**config.mk**
```make
export PLATFORM = sky130hd
export DESIGN_NAME = in_scan_ctrl
export DESIGN_NICKNAME = d
export VERILOG_FILES = /design/src/rtl/in_scan_ctrl.sv
export SDC_FILE = /design/constraint.sdc
export NUM_CORES = 1
export LEC_CHECK = 0
export CORE_MARGIN = 1.5
export CORE_UTILIZATION = 53
export DETAILED_ROUTE_END_ITERATION = 16
export GPL_TIMING_DRIVEN = 1
export PLACE_DENSITY = 0.84
export SYNTH_ARGS = -nofsm -noshare
export SYNTH_HDL_FRONTEND = slang
export SYNTH_SLANG_ARGS = --single-unit
```
**constraint.sdc**
```tcl
create_clock -name clk -period 6.27 [get_ports clk]
set_clock_uncertainty 0.15 [all_clocks]
set_input_delay 1.254 -clock clk [delete_from_list [all_inputs] [get_ports clk]]
set_output_delay 1.254 -clock clk [all_outputs]
set_load 0.02 [all_outputs]
```
**src/rtl/in_scan_ctrl.sv**
```systemverilog
`default_nettype none
// ============================================================================
// Module      : in_scan_ctrl
// Description : Sequencer for a 16-port input multiplexer. Runs a round-robin
//               background scan, keeps a shadow copy of each port's value,
//               and flags per-port changes as pending interrupts. Direct CPU
//               reads share the mux and take priority over the scan.
// Ports       : clk, rst          - clock, asynchronous active-high reset
//               scan_en, mask     - scan enable, per-port change-watch enable
//               bus_enable/addr   - drive the mux select
//               bus_data          - mux output bus
//               cpu_req/addr      - CPU direct-read request (level) and port
//               cpu_grant/data    - one-cycle grant pulse, captured read value
//               pending, irq      - per-port change flags and their OR
//               irq_port/data     - lowest pending port and its shadow value
//               ack               - clears pending[irq_port]
// Revision    : 1.0 - initial release
// ============================================================================
module in_scan_ctrl #(
    parameter int DW     = 8,
    parameter int AW     = 4,
    parameter int NPORTS = 16
) (
    input  logic              clk,
    input  logic              rst,
    input  logic              scan_en,
    input  logic [NPORTS-1:0] mask,
    output logic              bus_enable,
    output logic [AW-1:0]     bus_addr,
    input  logic [DW-1:0]     bus_data,
    input  logic              cpu_req,
    input  logic [AW-1:0]     cpu_addr,
    output logic              cpu_grant,
    output logic [DW-1:0]     cpu_data,
    output logic [NPORTS-1:0] pending,
    output logic              irq,
    output logic [AW-1:0]     irq_port,
    output logic [DW-1:0]     irq_data,
    input  logic              ack
);

    localparam logic [2:0] S_IDLE = 3'd0;
    localparam logic [2:0] S_SDRV = 3'd1;
    localparam logic [2:0] S_SSMP = 3'd2;
    localparam logic [2:0] S_CDRV = 3'd3;
    localparam logic [2:0] S_CSMP = 3'd4;

    logic [2:0]        state_q,     state_d;
    logic [AW-1:0]     ptr_q,       ptr_d;
    logic [AW-1:0]     bus_addr_q,  bus_addr_d;
    logic [DW-1:0]     cpu_data_q,  cpu_data_d;
    logic              cpu_grant_q, cpu_grant_d;
    logic [NPORTS-1:0] pending_q,   pending_d;
    logic [NPORTS-1:0] primed_q,    primed_d;
    logic [DW-1:0]     shadow_q [NPORTS];
    logic [DW-1:0]     shadow_d [NPORTS];
    logic [AW-1:0]     irq_port_w;

    // Lowest-index pending port: scan downward so the last hit is the lowest.
    always_comb begin
        irq_port_w = '0;
        for (int i = NPORTS - 1; i >= 0; i--) begin
            if (pending_q[i]) begin
                irq_port_w = AW'(i);
            end
        end
    end

    always_comb begin
        state_d     = state_q;
        ptr_d       = ptr_q;
        bus_addr_d  = bus_addr_q;
        cpu_data_d  = cpu_data_q;
        cpu_grant_d = 1'b0;
        shadow_d    = shadow_q;
        primed_d    = primed_q;
        // Unwatched ports drop any pending flag on the next edge.
        pending_d   = pending_q & mask;

        if (ack && (pending_q != '0)) begin
            pending_d[irq_port_w] = 1'b0;
        end

        case (state_q)
            S_IDLE: begin
                // The grant cycle ignores cpu_req so a still-held request
                // does not start a second read.
                if (cpu_req && !cpu_grant_q) begin
                    bus_addr_d = cpu_addr;
                    state_d    = S_CDRV;
                end else if (scan_en) begin
                    bus_addr_d = ptr_q;
                    state_d    = S_SDRV;
                end
            end
            S_SDRV: state_d = S_SSMP;
            S_SSMP: begin
                shadow_d[ptr_q] = bus_data;
                primed_d[ptr_q] = 1'b1;
                // Set is applied after the ack clear so it wins on a tie.
                if (primed_q[ptr_q] && mask[ptr_q] &&
                    (bus_data != shadow_q[ptr_q])) begin
                    pending_d[ptr_q] = 1'b1;
                end
                if (ptr_q == AW'(NPORTS - 1)) begin
                    ptr_d = '0;
                end else begin
                    ptr_d = ptr_q + 1'b1;
                end
                state_d = S_IDLE;
            end
            S_CDRV: state_d = S_CSMP;
            S_CSMP: begin
                cpu_data_d  = bus_data;
                cpu_grant_d = 1'b1;
                state_d     = S_IDLE;
            end
            default: state_d = S_IDLE;
        endcase
    end

    always_ff @(posedge clk or posedge rst) begin
        if (rst) begin
            state_q     <= S_IDLE;
            ptr_q       <= '0;
            bus_addr_q  <= '0;
            cpu_data_q  <= '0;
            cpu_grant_q <= 1'b0;
            pending_q   <= '0;
            primed_q    <= '0;
            for (int i = 0; i < NPORTS; i++) begin
                shadow_q[i] <= '0;
            end
        end else begin
            state_q     <= state_d;
            ptr_q       <= ptr_d;
            bus_addr_q  <= bus_addr_d;
            cpu_data_q  <= cpu_data_d;
            cpu_grant_q <= cpu_grant_d;
            pending_q   <= pending_d;
            primed_q    <= primed_d;
            for (int i = 0; i < NPORTS; i++) begin
                shadow_q[i] <= shadow_d[i];
            end
        end
    end

    // bus_addr is registered from the next-state decode so it holds in IDLE.
    assign bus_enable = (state_q != S_IDLE);
    assign bus_addr   = bus_addr_q;
    assign cpu_grant  = cpu_grant_q;
    assign cpu_data   = cpu_data_q;
    assign pending    = pending_q;
    assign irq        = (pending_q != '0);
    assign irq_port   = irq_port_w;
    assign irq_data   = shadow_q[irq_port_w];

endmodule
`default_nettype wire
```
# == After elaboration in Yosys (flattened, before gate mapping) ==
# Index checks and enable logic that the tools add are counted.
# totals
output_inout_bits,43
elab_cells,101
register_bits,180
# op_classes
bitwise_logic,7
n_reduce_logical,13
add_sub_neg,1
magnitude_cmp,7
eq_ne,7
muxes,43
# op_table
operator,count
$bwmux W128,1
$mux W4,19
$bmux W8 S4,2
$mux W16,3
$mux W8,5
$and A16 B16 Y16,2
$demux W8 S4,1
$or A16 B16 Y16,2
$not A16 Y16,1
$reduce_bool A16 Y1,1
$ge A5 B5 Y1 const B,2
$lt A4 B5 Y1 const B,2
$not A4 Y5,2
$pmux W3 S3,1
$bmux W1 S4,2
$demux W1 S4,2
$ge A4 B1 Y1 const B,2
$ne A8 B8 Y1,1
$logic_and A1 B1 Y1,7
$eq A3 B2 Y1 const B,2
$mux W3,2
$lt A5 B1 Y1 const B,1
$mux W1,5
$add A4 B1 Y4 const B,1
9 further kinds,9

# == Depth between registers and ports, before layout ==
# depth
depth_word,26
mapped_depth,13
depth_no_buf,8

# == Worst setup path before layout ==
# Ideal clock, no wire load.
# synth_path
path_kind,flip-flop to output port
from,register pending_q[8] (netlist: pending[8])
to,output irq_data[2]
required_ps,4866
stages_incl_launch_ff,8
slack_ps,2345
arrival_time_ps,2521
path_cell_list,dfrtp_1 -> nor2b_1 -> o21bai_1 -> o2111ai_1 -> a31oi_1 -> nand2b_1 -> a21oi_1 -> or4_1
# synth_via
elab_chain_len,13
# synth_rtl
element,line_no,source
"start, declared",53,"logic [NPORTS-1:0] pending_q, pending_d;"
"start signal, assigned",140,pending_q <= pending_d;
$mux W4 (9 in a row),63,if (pending_q[i]) begin
net irq_port[0],37,"output logic [AW-1:0] irq_port,"
$not A4 Y5 (implied by the code),156,assign irq_data = shadow_q[irq_port_w];
$bmux W8 S4,156,
$mux W8 (implied by the code) (2 in a row),156,
"end, declared",38,"output logic [DW-1:0] irq_data,"
# The timed path passes the listed nets, and every way through them passes these cells. The select of a mux whose other input is x is not followed.

# == Final worst setup path ==
# layout_path
from,register pending_q[1] (netlist: pending[1])
to,output irq_data[2]
# layout_via
elab_chain_len,6
# layout_rtl
element,line_no
$mux W4 (2 in a row),63
$not A4 Y5 (implied by the code),156
$bmux W8 S4,156
$mux W8 (implied by the code) (2 in a row),156
# Every way passes these cells. The select of a mux whose other input is x is not followed.

==> results_dict.tcl <==
set metrics [dict create \
    synth_ff_type "dfrtp_1" \
    die_h_microns 137 \
    holdPathStages 1 \
    cts_root_buf "clkbuf_16" \
    syn_inst 755 \
    vias 7102 \
    first_global_vias 7054 \
    utilization 0.624 \
    hold_viol 0 \
    hp-class "flip-flop to flip-flop" \
    rr_endpoint "pending[5]" \
    path_class "flip-flop to primary output" \
    worst-slew-pin-transition_ps 1170 \
    slew_viol_final 0 \
    synth_edf_count 0 \
    dieArea_sq_um 18900 \
    holdPathEnd "primed_q[13]" \
    io_buffers 75 \
    cp.required_ps 4870 \
    crit_path_start_kind "flip-flop" \
    p_leak_nw 4.51 \
    syn-num-nets 792 \
    syn_area_per_cell_sq_um 12.7 \
    cts_htree_levels 4 \
    ys_seq_area_frac 0.471 \
    rr_worst_depth 8 \
    finalSetupTns_ps 0 \
    detailed_place_hpwl_microns 17000 \
    rrSetupSlack_ps 2440 \
    core_region_area_sq_um 17500 \
    status "complete, no violations" \
    initial_core_util 0.547 \
    setup_violations 0 \
    wire_per_inst_microns 26.1 \
    clockBufferDepth 2 \
    grt_pass1_wl_microns 41500 \
    yosys_warnings 0 \
    area_growth_pct 14.0 \
    overflow 0 \
    hold_buffers 0 \
    insertion_delay_ps 450 \
    crit_path_end_kind "primary output" \
    grt.total_usage 0.306 \
    grt_antenna_before_repair 0 \
    async_flop_share 1.00 \
    first_pass_iters 8 \
    drive_above_1_share 0.284 \
    post-route-drc-count 0 \
    drt_iter0_drc 829 \
    nFillCells 1339 \
    finalInstanceArea_sq_um 10900 \
    ir_drop_mv 0.308 \
    clk_pin_slew_worst_paths_ps 70 \
    via_per_inst 6.80 \
    routabilityCongestion 0.937 \
    antenna_cells 0 \
    syn_area_sq_um 9560 \
    pwr_density_cell_nw_per_um2 579 \
    postCtsSetupRepairBufs 0 \
    hold_start "primed_q[13]" \
    cts_made_buffers 17 \
    rr_startpoint "ptr_q[1]" \
    die-width_microns 137 \
    routed_wl_microns 27200 \
    period_minus_slack_ps 5480 \
    worstPathArrival_ps 4080 \
    fin_crit_sh 0.875 \
    post_cts_resized 0 \
    place_area_sq_um 10300 \
    fin_nets 843 \
    relSlewSlack 0.216 \
    max_freq_mhz 182 \
    ant_nets 0 \
    cts_tree "yes" \
    io_pins 76 \
    rows 48 \
    synth.distinct_cells 61 \
    cp_max_fo 9 \
    rsz0062_at_grt "no" \
    cts.sinks 180 \
    drv_cap 0 \
    grt_start_max_net_pins 181 \
    ys_seq_elements 180 \
]
-- synth_stat cells, drive strengths merged (3+ instances only) --
master	instances	area share
mux2i	57	0.060
or3	7	0.0046
mux4	33	0.080
nand3	26	0.014
nor4	6	0.0075
o211ai	5	0.0039
and3	3	0.0025
inv	21	0.0082
a32o	12	0.013
o21ai	15	0.0079
o22ai	15	0.0098
nand2	58	0.025
a221oi	5	0.0046
a222oi	5	0.0052
o221ai	5	0.0046
dfrtp	180	0.47
xor2	8	0.0073
a21oi	15	0.0082
buf	27	0.024
clkbuf	23	0.013
a31o	4	0.0037
nor2	20	0.0081
nor3b	3	0.0029
ha	4	0.0052
mux2	136	0.16
a31oi	4	0.0026
a22oi	11	0.0086
or4	7	0.0055
nand2b	18	0.012
-- stage by stage --
step                total power, W  hold slack [ps]  cells  setup slack, ps
detailed placement         0.00517              302   1012             1400
CTS                        0.00627              322   1044              874
global placement           0.00508              302   1012             1460
finish                     0.00632              321   1044              786
global route               0.00661              349   1044              695
floorplan                  0.00425              284    755             2340
-- worst max-delay path: stages, from the launching register on --
cell and delay [ps]:
dfrtp_1 470, or4_1 760, nor4_4 690, nand2_1 590
o22ai_1 330, or4_1 180, clkdlybuf4s50_1 610
-- cells by family after synthesis --
| family | share of synthesized area |
|---|---|
| simple gates | 0.0866 |
| xor+xnor | 0.00916 |
| mux | 0.299 |
| compound gates | 0.0819 |
| buf+inv | 0.0467 |
| flops | 0.471 |
| fa+ha+maj | 0.00523 |
-- layout by cell type (no fill, tap or decap), drive strengths merged, types with 3 or more instances in the layout --
cell type        n
buf              9
dfrtp          180
clkbuf          17
and3             3
a31o             4
a32o            12
nor4             6
nor3b            3
clkdlybuf4s50   75
or3              7
mux2           136
nand3           26
or4              7
a21oi           15
a222oi           5
a22oi           11
nor2            20
inv             30
o221ai           5
o211ai           5
xor2             8
a31oi            4
nand2           58
a221oi           5
o21ai           15
ha               4
mux4            33
mux2i           57
clkinv           4
o22ai           15
nand2b          18
-- worst max path at each step --
stage                             end       start  cells after the start  slack [ps]
after floorplan           irq_data[2]  pending[8]                      7        2340
after global placement    irq_data[3]  pending[5]                      6        1460
after detailed placement  irq_data[6]  pending[5]                      8        1400
after CTS                 irq_data[6]  pending[5]                      8         870
after global routing      irq_data[6]  pending[5]                      8         690
final                     irq_data[2]  pending[1]                      6         790
-- report_power, final --
part	total, W	internal [W]	switching (W)
combinational	0.00303	0.00151	0.00152
clock	0.00107	0.000565	0.000503
sequential	0.00221	0.00169	0.000522
total	0.00632	0.00377	0.00255
-- sequential cells by signal (all words and copies together) (netlist names) --
signal and cells:
shadow_q 128, pending 16, primed_q 16, cpu_data 8, bus_addr 4, ptr_q 4
state_q 3, cpu_grant 1
-- metal layers --
metal	vias to the layer above	routed length [microns]	track usage
li1	2920	-	-
met1	3591	10300	0.387
met2	475	12500	0.461
met3	116	2980	0.110
met4	0	1460	0.164
met5	-	0	0
-- final cells by class --
| type | count | area, sq um | area share |
|---|---|---|---|
| multi-input combinational | 502 | 4620 | 0.424 |
| sequential | 180 | 4510 | 0.413 |
| timing repair buffer | 84 | 831 | 0.0762 |
| clock buffer | 17 | 425 | 0.0390 |
| tap | 225 | 282 | 0.0258 |
| clock inverter | 15 | 158 | 0.0145 |
| inverter | 21 | 82.6 | 0.00758 |
Power figures use the tool's default switching activity.
